File: config.mk
export PLATFORM = sky130hd
export DESIGN_NAME = m4x2_encoder_sync
export DESIGN_NICKNAME = d
export VERILOG_FILES = /design/src/rtl/dec_enc_pkg.sv /design/src/rtl/m4x2_encoder_sync_sync2.sv /design/src/rtl/m4x2_encoder_sync.sv
export SDC_FILE = /design/constraint.sdc
export NUM_CORES = 1
export LEC_CHECK = 0
export ABC_CLOCK_PERIOD_IN_PS = 3800
export BUFFER_PORTS_ARGS = -buffer_cell sky130_fd_sc_hd__buf_2
export CORE_MARGIN = 8
export CORE_UTILIZATION = 45
export CTS_CLUSTER_DIAMETER = 150
export DETAILED_ROUTE_END_ITERATION = 6
export PLACE_DENSITY = 0.67
export SLEW_MARGIN = 20
export SYNTH_ARGS = -nofsm -noshare
export SYNTH_HDL_FRONTEND = slang
export SYNTH_SLANG_ARGS = --single-unit
File: constraint.sdc
create_clock -name clk -period 3.8 [get_ports clk]
set_input_delay 0 -clock clk [delete_from_list [all_inputs] [get_ports clk]]
set_output_delay 0 -clock clk [all_outputs]
set_load 0.005 [all_outputs]
File: src/rtl/dec_enc_pkg.sv
// Shared codes, idle pattern and FSM states for the 2x4 decoder / 4x2 encoder pair.
// Codes are (B,A) packed as {B, A}.
package dec_enc_pkg;

  localparam logic [1:0] CODE_D3 = 2'b00;
  localparam logic [1:0] CODE_D2 = 2'b10;
  localparam logic [1:0] CODE_D1 = 2'b01;
  localparam logic [1:0] CODE_D0 = 2'b11;

  localparam logic [3:0] IDLE_LINES = 4'b1111;

  typedef enum logic [1:0] {
    IDLE    = 2'd0,
    HOLD    = 2'd1,
    RELEASE = 2'd2
  } enc_state_e;

endpackage

File: src/rtl/m4x2_encoder_sync_sync2.sv
// Generic two-flop synchroniser; reset loads rst_val_i into both stages.
// Latency two clk edges; no backpressure.
module sync2 #(
  parameter int W = 1
) (
  input  logic         clk,
  input  logic         rst_n,
  input  logic [W-1:0] rst_val_i,
  input  logic [W-1:0] d_i,
  output logic [W-1:0] q_o
);

  logic [W-1:0] meta_q;
  logic [W-1:0] sync_q;

  always_ff @(posedge clk or negedge rst_n) begin
    if (!rst_n) begin
      meta_q <= rst_val_i;
      sync_q <= rst_val_i;
    end else begin
      meta_q <= d_i;
      sync_q <= meta_q;
    end
  end

  assign q_o = sync_q;

endmodule

File: src/rtl/m4x2_encoder_sync.sv
// Registered 4-to-2 encoder of active-low one-cold select lines with a valid/ready handshake.
// Three edges from stable D to V; V holds until R and one event is produced per press.
module m4x2_encoder_sync
  import dec_enc_pkg::*;
(
  input  logic       clk,
  input  logic       rst_n,
  input  logic [3:0] D,
  input  logic       E,
  input  logic       R,
  output logic       A,
  output logic       B,
  output logic       V,
  output logic       ERR
);

  logic [3:0] d_sync;
  logic       e_sync;
  logic [3:0] s;
  logic       s_idle;
  logic [1:0] code;
  logic [2:0] low_cnt;
  logic       multi_low;

  enc_state_e state_q, state_d;
  logic       a_q, a_d;
  logic       b_q, b_d;
  logic       v_q, v_d;
  logic       err_q, err_d;

  sync2 #(.W(4)) u_sync_d (
    .clk       (clk),
    .rst_n     (rst_n),
    .rst_val_i (IDLE_LINES),
    .d_i       (D),
    .q_o       (d_sync)
  );

  sync2 #(.W(1)) u_sync_e (
    .clk       (clk),
    .rst_n     (rst_n),
    .rst_val_i (1'b1),
    .d_i       (E),
    .q_o       (e_sync)
  );

  assign s      = e_sync ? IDLE_LINES : d_sync;
  assign s_idle = (s == IDLE_LINES);

  // Highest-numbered low line wins, matching the decoder's code map.
  always_comb begin
    code = CODE_D0;
    if (!s[3])      code = CODE_D3;
    else if (!s[2]) code = CODE_D2;
    else if (!s[1]) code = CODE_D1;
    else            code = CODE_D0;
  end

  always_comb begin
    low_cnt = 3'd0;
    for (int i = 0; i < 4; i++) begin
      low_cnt = low_cnt + {2'b00, ~s[i]};
    end
  end

  assign multi_low = (low_cnt > 3'd1);

  always_comb begin
    state_d = state_q;
    a_d     = a_q;
    b_d     = b_q;
    v_d     = v_q;
    err_d   = err_q;
    case (state_q)
      IDLE: begin
        if (!s_idle) begin
          b_d     = code[1];
          a_d     = code[0];
          err_d   = multi_low;
          v_d     = 1'b1;
          state_d = HOLD;
        end
      end
      HOLD: begin
        // Word is frozen here; E or D changes cannot withdraw it.
        if (v_q && R) begin
          v_d     = 1'b0;
          err_d   = 1'b0;
          state_d = s_idle ? IDLE : RELEASE;
        end
      end
      RELEASE: begin
        v_d = 1'b0;
        if (s_idle) state_d = IDLE;
      end
      default: begin
        v_d     = 1'b0;
        err_d   = 1'b0;
        state_d = IDLE;
      end
    endcase
  end

  always_ff @(posedge clk or negedge rst_n) begin
    if (!rst_n) begin
      state_q <= IDLE;
      a_q     <= 1'b0;
      b_q     <= 1'b0;
      v_q     <= 1'b0;
      err_q   <= 1'b0;
    end else begin
      state_q <= state_d;
      a_q     <= a_d;
      b_q     <= b_d;
      v_q     <= v_d;
      err_q   <= err_d;
    end
  end

  assign A   = a_q;
  assign B   = b_q;
  assign V   = v_q;
  assign ERR = err_q;

endmodule

==> flow_summary.ini <==
[run_status]
status = finished, final reports clean

[global_routing]
grt_pass1_vias = 493
antenna_found_initial = 0
grt_max_degree = 17
grt.overflow.total = 0
track_usage = 0.104
grt_pass1_wl_mm = 2.13

[die]
initial_core_util = 0.487
num_io_pins = 12
die_h_um = 53.5
die-area_um2 = 2860
core_um2 = 1300
row_count = 13
die_w_um = 53.5

[timing]
max_freq_mhz = 599
final.min_clock_period_ns = 1.67
fin_hold_ws_ns = 0.177
setup_viol = 0
finClkSkew_ns = 0.00304
timing.final.hold_violations = 0
tightestPinTransition_ns = 0.344
slew_viol_final = 0
slew_headroom = 0.771
fin_tns_setup_ns = 0
rsz0062_at_grt = no
post-route-period-util = 0.439

[clocking]
numCtsBuffers = 3
clkLatencyLatePin_ns = 0.28
clkSlewWorstSetupHoldPaths_ns = 0.09
cts-root-buf = clkbuf_4
htreeDepth = 1
cts_num_sinks = 16
clockBufferDepth = 2
tritoncts = done

[critical_path]
critical-path-top-delay-family = adder cells
criticalPathCategory = reg2reg
rr_endpoint = ERR
startpoint = u_sync_e.q_o
arrival_ns = 1.89
crit_required_ns = 4.02
max_stage_delay_ns = 0.48
r2r_slack_ns = 2.13
path_cells = or2_2 -> fa_1 -> o31ai_1 -> o211ai_1 -> nand3_1
cp.buffers_inverters = 0
rr_worst_depth = 5
slowest_stage = fa_1
r2r-start = u_sync_e.q_o
end_kind = flop
crit_path_start_kind = flop
cp_max_fo = 6

[synthesis]
yosys_register_bits = 16
synth_cell_types = 23
yosysSeqAreaShare = 0.652
syn_inst = 48
synth_edf_count = 0
synth-main-ff-cell = dfstp_2
async_flop_share = 1.00
avgSynthCellArea_um2 = 13.2
synth_fp_nets = 58
synth_area_um2 = 633
ys_warn_count = 0

[place]
dp_hpwl_um = 844
place.gp.congestion = 0.732
numPortBuffers = 11

[pwr]
p_total_mw = 0.451
leakage_nw = 0.352
p_per_area_nw_per_um2 = 554
peakVddDrop_mv = 0.318

[detailed_routing]
wl_mm = 1.21
postRouteAntennaNets = 0
drt_pass1_iterations = 3
num_vias = 445
routedWlPerCell_um = 14.3
via_per_inst = 5.24
drc = 0
drtIter0Drc = 5

[layout]
layout.area.seq_um2 = 413
n_fill_cell = 110
mostFrequentLayoutCell = buf_2
multi_input_area_um2 = 213
mostFrequentLayoutCells = buf_2, dfstp_2, dlygate4sd3_1, dfrtp_1, a21oi_1
fin_nets = 81
drive_gt1_frac = 0.414
fin_util = 0.625
syn_to_final_growth_pct = 28.5
diodes = 0

[worst_hold_path]
hp-class = in2async

[job]
max_cap_violations = 0
[cell usage after synthesis (all sizes together) (2+ instances only)]
master | number | area share
or2 | 3 | 0.030
nor2 | 3 | 0.018
a21oi | 5 | 0.045
dfstp | 10 | 0.42
nand3 | 2 | 0.016
nor2b | 3 | 0.030
inv | 2 | 0.012
nor3 | 2 | 0.016
dfrtp | 6 | 0.24
[stage by stage]
stage,area (µm²),cells,setup slack [ns]
2_1_floorplan,633,48,2.21
3_3_place_gp,707,74,2.18
3_5_place_dp,707,74,2.14
4_1_cts,813,85,2.12
5_1_grt,813,85,2.03
6_report,813,85,2.13
[registers in the layout, indices dropped and copies added, names as in the netlist]
| signal | flops |
|---|---|
| B | 1 |
| u_sync_e.q_o | 1 |
| V | 1 |
| u_sync_d.meta_q | 4 |
| A | 1 |
| u_sync_e.meta_q | 1 |
| u_sync_d.q_o | 4 |
| ERR | 1 |
| state_q | 2 |
[report_power, final]
part,internal (mW),switching [mW],leakage (nW)
Clock,0.0583,0.0527,0.0210
Sequential,0.206,0.0286,0.178
Combinational,0.0565,0.0481,0.153
Total,0.321,0.129,0.352
[metal layers]
| layer | up-vias | wire [µm] | global-route usage |
|---|---|---|---|
| met5 | - | 0 | 0 |
| met4 | 0 | 28 | 0.0630 |
| met3 | 4 | 58 | 0.0420 |
| met2 | 10 | 638 | 0.174 |
| met1 | 217 | 489 | 0.108 |
| li1 | 214 | - | - |
[layout make-up]
cell class              count  share of cell area
clock buffers               4              0.0446
inverters                   2             0.00923
multi-input cells          30               0.262
flip-flops and latches     16               0.508
well taps                  15              0.0231
repair buffers             18               0.154
[logic make-up (layout without fill, tap and decap cells)]
logic type	after synthesis	count (layout)	synth area share
AO/OA/AOI/OAI	13	13	0.146
flip-flops	16	16	0.652
adder cells (fa/ha/maj)	2	2	0.0514
multiplexers	1	1	0.0237
buffers and inverters	2	24	0.0119
AND/OR/NAND/NOR	14	14	0.115
[worst max-delay path by stage]
stage                     cells past startpoint  end  slack [ns]
after floorplan                               5  ERR        2.21
after global placement                        5  ERR        2.18
after detailed placement                      5  ERR        2.14
after CTS                                     5  ERR        2.12
after global routing                          5  ERR        2.03
final                                         5  ERR        2.13
[timing repair]
item	4_1_cts	5_1_grt
hold endpoints to repair	22	0
endpoints found under the setup margin	0	0
hold buffers	7	0
resized for setup	0	0
buffers inserted	0	0
Power figures use the tool's default switching activity.
